===== config.mk =====
export PLATFORM = sky130hd
export DESIGN_NAME = approx_err_sweeper
export DESIGN_NICKNAME = d
export VERILOG_FILES = /design/src/rtl/approx_err_sweeper.sv
export SDC_FILE = /design/constraint.sdc
export NUM_CORES = 1
export LEC_CHECK = 0
export BUFFER_PORTS_ARGS = -buffer_cell sky130_fd_sc_hd__buf_2
export CAP_MARGIN = 15
export CORE_ASPECT_RATIO = 1.4
export CORE_MARGIN = 8
export CORE_UTILIZATION = 55
export DETAILED_ROUTE_END_ITERATION = 8
export GPL_ROUTABILITY_DRIVEN = 0
export PLACE_DENSITY = 0.84
export SLEW_MARGIN = 30
export SYNTH_ARGS = -nofsm -noshare
export SYNTH_HDL_FRONTEND = slang
export SYNTH_SLANG_ARGS = --single-unit

===== constraint.sdc =====
create_clock -name clk -period 3.05 [get_ports clk]
set_input_delay 0.61 -clock clk [delete_from_list [all_inputs] [get_ports clk]]
set_output_delay 0.61 -clock clk [all_outputs]
set_load 0.03 [all_outputs]

===== src/rtl/approx_err_sweeper.sv =====
// approx_err_sweeper: exhaustive input sweep and error-metric accumulator
// for characterising an approximate combinational circuit against its
// exact golden counterpart. Stage 1 captures the vector and both results;
// stage 2 folds the absolute difference into the running metrics.
module approx_err_sweeper #(
  parameter int IN_W  = 4,
  parameter int OUT_W = 2
) (
  input  logic                  clk,
  input  logic                  rst_n,
  input  logic                  start_i,
  output logic [IN_W-1:0]       vec_o,
  input  logic [OUT_W-1:0]      approx_i,
  input  logic [OUT_W-1:0]      exact_i,
  output logic                  busy_o,
  output logic                  done_o,
  output logic [IN_W:0]         err_cnt_o,
  output logic [IN_W+OUT_W-1:0] sum_err_o,
  output logic [OUT_W-1:0]      max_err_o,
  output logic [IN_W-1:0]       worst_vec_o
);

  typedef enum logic [1:0] {
    IDLE  = 2'd0,
    SWEEP = 2'd1,
    DRAIN = 2'd2,
    DONE  = 2'd3
  } state_t;

  localparam logic [IN_W-1:0] LAST_VEC = '1;

  state_t               state;
  logic                 s1_valid;
  logic [IN_W-1:0]      s1_vec;
  logic [OUT_W-1:0]     s1_approx;
  logic [OUT_W-1:0]     s1_exact;
  logic [OUT_W:0]       diff_pos;
  logic [OUT_W:0]       diff_neg;
  logic [OUT_W-1:0]     abs_err;

  // Absolute difference of the captured pair; the extra bit is the borrow
  // that tells us which subtraction order gives the magnitude.
  always_comb begin
    diff_pos = {1'b0, s1_exact} - {1'b0, s1_approx};
    diff_neg = {1'b0, s1_approx} - {1'b0, s1_exact};
    abs_err  = diff_pos[OUT_W] ? diff_neg[OUT_W-1:0] : diff_pos[OUT_W-1:0];
  end

  // Sweep FSM, stage-1 capture and stage-2 metric accumulation.
  always_ff @(posedge clk or negedge rst_n) begin
    if (!rst_n) begin
      state       <= IDLE;
      vec_o       <= '0;
      busy_o      <= 1'b0;
      done_o      <= 1'b0;
      err_cnt_o   <= '0;
      sum_err_o   <= '0;
      max_err_o   <= '0;
      worst_vec_o <= '0;
      s1_valid    <= 1'b0;
      s1_vec      <= '0;
      s1_approx   <= '0;
      s1_exact    <= '0;
    end else begin
      if (s1_valid) begin
        if (abs_err != '0) begin
          err_cnt_o <= err_cnt_o + {{IN_W{1'b0}}, 1'b1};
        end
        sum_err_o <= sum_err_o + {{IN_W{1'b0}}, abs_err};
        if (abs_err > max_err_o) begin
          max_err_o   <= abs_err;
          worst_vec_o <= s1_vec;
        end
      end

      case (state)
        IDLE, DONE: begin
          if (start_i) begin
            state       <= SWEEP;
            vec_o       <= '0;
            busy_o      <= 1'b1;
            done_o      <= 1'b0;
            err_cnt_o   <= '0;
            sum_err_o   <= '0;
            max_err_o   <= '0;
            worst_vec_o <= '0;
          end
        end
        SWEEP: begin
          s1_valid  <= 1'b1;
          s1_vec    <= vec_o;
          s1_approx <= approx_i;
          s1_exact  <= exact_i;
          if (vec_o == LAST_VEC) begin
            state <= DRAIN;
          end else begin
            vec_o <= vec_o + {{(IN_W-1){1'b0}}, 1'b1};
          end
        end
        DRAIN: begin
          s1_valid <= 1'b0;
          state    <= DONE;
          busy_o   <= 1'b0;
          done_o   <= 1'b1;
        end
        default: begin
          state <= IDLE;
        end
      endcase
    end
  end

endmodule


Word level (Yosys, flattened, before mapping)
Index checks and enable logic that the tools add are counted.
Widths: inputs -> output; s select.
- word-level logic and storage cells: 61
- register bits after elaboration: 34
- bits of input ports: 7
- add/subtract/negate cells: 5
- multiplexer cells: 27
- equality and inequality tests: 7
- order comparisons: 1
- reductions and logical operators: 9
- operator list (kind ; count):
    $mux 4 ; 6
    $mux 5 ; 4
    $mux 6 ; 3
    $mux 2 ; 7
    $pmux 4 s2 ; 1
    $reduce_bool 2->1 ; 4
    $add 6x2->6 ; 1
    $ne 2x2->1 const B ; 3
    $pmux 1 s2 ; 3
    $pmux 2 s3 ; 1
    $add 5x1->5 const B ; 1
    $add 4x1->4 const B ; 1
    $eq 2x2->1 const B ; 2
    $eq 4x4->1 const B ; 1
    $reduce_and 2->1 ; 2
    $reduce_and 3->1 ; 1
    $sub 2x2->3 ; 1
    $eq 2x1->1 const B ; 1
    $gt 2x2->1 ; 1
    $logic_not 2->1 ; 1
    $mux 1 ; 2
    $reduce_or 2->1 ; 1
    $sub 2x2->2 ; 1

Depth between registers and ports, before layout
- depth after elaboration: 7
- mapped depth: 11

Worst setup path after synthesis
No wires, ideal clock.
- kind: flip-flop to flip-flop
- start: reg s1_exact[0]
- end: reg max_err_o[0]
- stages on the path, launching flop included: 11
- library setup time: 122 ps
- arrival time: 2396 ps
- period minus slack after synthesis: 2518 ps
- data required time: 2928 ps
- path slack: 532 ps
- buffers on the path: 0
- path through: dfrtp_1 inv_1 ha_1 inv_1 fa_1 o21ai_0 ha_1 nor2b_1 o211ai_2 mux2i_1 nor2_1
- cells in the longest elaborated chain, start to end: 7
- elaborated cells between the ends (all ways): 8
- classes of those cells: add/sub (2); order compare (1); mux (5)
- RTL lines (item ; RTL line ; RTL):
    from (decl) ; 36 ; logic [OUT_W-1:0] s1_exact;
    from (signal assigned) ; 93 ; s1_exact <= exact_i;
    $sub 2x2->3 / $sub 2x2->2 (equally long branches) ; 44, 45 ;
    $mux 2 * ; 46 ; abs_err = diff_pos[OUT_W] ? diff_neg[OUT_W-1:0] : diff_pos[OUT_W-1:0];
    $gt 2x2->1 ; 70 ; if (abs_err > max_err_o) begin
    $mux 2 * ; 70 ;
    $mux 2 * ; 65 ; if (s1_valid) begin
    $mux 2 ; 78 ; if (start_i) begin
    $mux 2 * ; 76 ; case (state)
    to (signal assigned) ; 71 ; max_err_o <= abs_err;
    to (decl) ; 19 ; output logic [OUT_W-1:0] max_err_o,
Mark *: on every way between the ends. The rest lies on a longest branch, timed or not.
A chain may end at the register's enable or synchronous reset.

Final worst setup path
- start: reg s1_exact[0]
- end: reg worst_vec_o[2]
- cells in the longest elaborated chain, start to end: 7
- elaborated cells between the ends (all ways): 8
- classes of those cells: add/sub (2); order compare (1); mux (5)
- RTL lines (item ; RTL line ; RTL):
    $sub 2x2->3 / $sub 2x2->2 (equally long branches) ; 44, 45 ;
    $mux 2 * ; 46 ;
    $gt 2x2->1 * ; 70 ;
    $mux 4 * ; 70 ;
    $mux 4 * ; 65 ;
    $mux 4 ; 78 ;
    $mux 4 * ; 76 ;
    to (signal assigned) ; 72 ; worst_vec_o <= s1_vec;
    to (decl) ; 20 ; output logic [IN_W-1:0] worst_vec_o
Marked as above.

==> impl_metrics.yaml <==
final_layout:
  regArea_um2: 851
  area_growth_pct: 17.8
  num_antenna_cells: 0
  nNetsFinal: 221
  n_fill_cell: 248
  drive_above_1_share_pct: 25.0
  multi_input_area_um2: 847
  fin_util_pct: 67.1
  stdcell_count: 239
worst_setup_path:
  crit_cells: 10
  path_cells: "inv_1 -> ha_1 -> inv_1 -> fa_1 -> o21ai_0 -> ha_1 -> nor2b_1 -> o211ai_2 -> mux2i_1 -> nor2_1"
  timing.rr.start: "s1_exact[0]"
  slowest_delay_ns: 0.45
  cp-endpoint: "worst_vec_o[2]"
  r2r_end: "worst_vec_o[2]"
  critical-path-top-delay-family: "adder cells"
  cp_max_fo: 5
  path_buf_inv: 2
  r2r_slack_ns: 0.42
  crit_slowest_cell: "fa_1"
  cp_data_arrival_time_ns: 2.78
  r2r_cells: 10
  crit_required_ns: 3.20
  path_class: "flop to flop"
  cp-end-kind: "flop"
  cp-startpoint: "s1_exact[0]"
  start_kind: "flop"
timing:
  rsz0062_at_grt: "false"
  fin_crit_sh_pct: 86.3
  fmax_mhz: 380
  clock_skew_ns: 0.00638
  worstMarginPinSlew_ns: 0.739
  setup_violations: 0
  maxSlewViolCount: 0
  hold-worst-slack_ns: 0.381
  finalHoldViolations: 0
  max-slew-margin-rel_pct: 50.7
  layout_min_cycle_time_ns: 2.63
  finalSetupTns_ns: 0
clock_network:
  cts_tree: "built"
  cts_made_buffers: 5
  postCtsHoldBufs: 0
  clock_latency_ns: 0.29
  htreeDepth: 2
  cts_resized: 0
  clk_pin_slew_worst_paths_ns: 0.07
  cts-root-buf: "clkbuf_8"
  post_cts_buffers: 0
  cts_num_sinks: 34
  cts_max_path_buffers: 2
placement:
  portBuffers: 29
  dp_hpwl_um: 2630
  placedCellCount: 231
synth:
  ys_types: 32
  synth-warning-count: 0
  netlist_area_um2: 1760
  avgSynthCellArea_um2: 10.5
  synth_seq_cells: 34
  ys.flop_type: "dfrtp_1"
  yosysSeqAreaShare_pct: 48.3
  async_reset_ff_share_pct: 100
  synth-edff-count: 0
  syn_inst: 167
  syn-num-nets: 189
global_route:
  grt_first_pass_wirelength_um: 6160
  antenna_found_initial: 0
  grt_usage_pct: 14.3
  grt_overflow: 0
  grt_max_degree: 35
  grt_pass1_vias: 1394
routing:
  routed_via_density: 5.38
  postRouteAntennaNets: 0
  drtIter0Drc: 45
  drt_drc_violations_left: 0
  dr.pass1.iters: 4
  num_vias: 1286
  wl_per_cell_um: 14.6
  drt-total-wl_um: 3480
pwr:
  max-vdd-ir-drop_v: 0.000879
  total_power_mw: 2.79
  power_density_nw_per_um2: 1340
  p_leak_nw: 1.08
floorplanning:
  row_count: 24
  core_um2: 3090
  die_area_um2: 5290
  io-pin-count: 30
  die_y_um: 82.9
  fp.dieW_um: 63.8
  initial_core_util_pct: 56.9
job:
  max-cap-violations: 0
min_path:
  min_path_type: "input pin to asynchronous set/reset pin"
status:
  status: "finished clean"
[flip-flops by register name, summed over array words and instances (netlist names)]
| signal | count |
|---|---|
| state | 2 |
| sum_err_o | 6 |
| err_cnt_o | 5 |
| s1_exact | 2 |
| busy_o | 1 |
| vec_o | 4 |
| max_err_o | 2 |
| done_o | 1 |
| s1_approx | 2 |
| worst_vec_o | 4 |
| s1_valid | 1 |
| s1_vec | 4 |
[power by group]
part	internal [mW]	switching, mW	total (mW)
clock	0.327	0.169	0.497
sequential	0.616	0.155	0.771
combinational	0.604	0.916	1.52
[worst min path at each step]
stage                     cells past startpoint  slack (ns)       from            to
after detailed placement                      1        0.50  s1_vec[1]     s1_vec[1]
after global placement                        1        0.49  s1_vec[2]     s1_vec[2]
after floorplan                               0        0.31      rst_n        busy_o
after CTS                                     1        0.40      rst_n  s1_approx[0]
after global routing                          1        0.45      rst_n  sum_err_o[4]
final                                         1        0.38      rst_n   s1_exact[1]
[synth_stat cells (4+ instances only)]
cell type / count / area share [%]
mux2i_1: 8 / 4.5
buf_2: 5 / 1.4
inv_1: 9 / 1.9
a21oi_1: 9 / 2.6
nor2_1: 16 / 3.4
nand3_1: 7 / 2.0
o21ai_0: 9 / 2.6
dfrtp_1: 34 / 48
ha_1: 13 / 9.2
mux2_2: 5 / 3.2
o21ai_1: 5 / 1.4
or3_1: 4 / 1.4
xor2_1: 4 / 2.0
nand2_1: 17 / 3.6
[cells in the final DEF, fill, tap and decap left out, drive strengths merged, types with 4 or more instances in the layout]
master	netlist	final
a21oi	9	9
buf	5	30
clkbuf	0	5
dfrtp	34	34
ha	13	13
inv	10	10
mux2	5	5
mux2i	8	8
nand2	17	17
nand3	7	7
nor2	17	17
o21ai	14	14
or3	4	4
xor2	4	4
[stage by stage]
step           cell area [um^2]  setup slack, ns
4_1_cts                    2070            0.408
3_3_place_gp               1940            0.622
5_1_grt                    2070            0.292
3_5_place_dp               1940            0.427
6_report                   2070            0.417
2_1_floorplan              1760            0.532
[worst reg2reg max path, delay by kind of cell, from the launching register on]
family	cells	cell delay (ns)
DFF	1	0.38
AOI/OAI and AO/OA	2	0.63
and+or+nand+nor	2	0.20
muxes	1	0.26
adders and majority gates	3	0.88
buffers and inverters	2	0.13
[kinds of logic after synthesis]
family                     share of synthesized area (%)
DFF                                                 48.3
muxes                                               7.75
xor gates and xnor gates                            3.41
and+or+nand+nor                                     15.1
AOI/OAI and AO/OA                                   10.3
buffers and inverters                               3.55
adders and majority gates                           11.5
[metal layers]
metal  part of all wire (%)  vias to the layer above  GRT usage, %
met1                     42                      622          14.9
met2                     51                       29          25.0
met3                    4.8                        6          5.11
met4                    1.8                        0          5.91
met5                      0                        -             0
li1                       -                      629             -
[final cells by class]
cell class,count,share of cell area [%]
Tap cell,39,2.35
Timing Repair Buffer,30,7.36
Clock buffer,5,3.32
Clock inverter,3,3.32
Multi-Input combinational cell,118,40.8
Sequential cell,34,41.0
Inverter,10,1.81
Note: power is estimated with default switching activity, not from simulation.
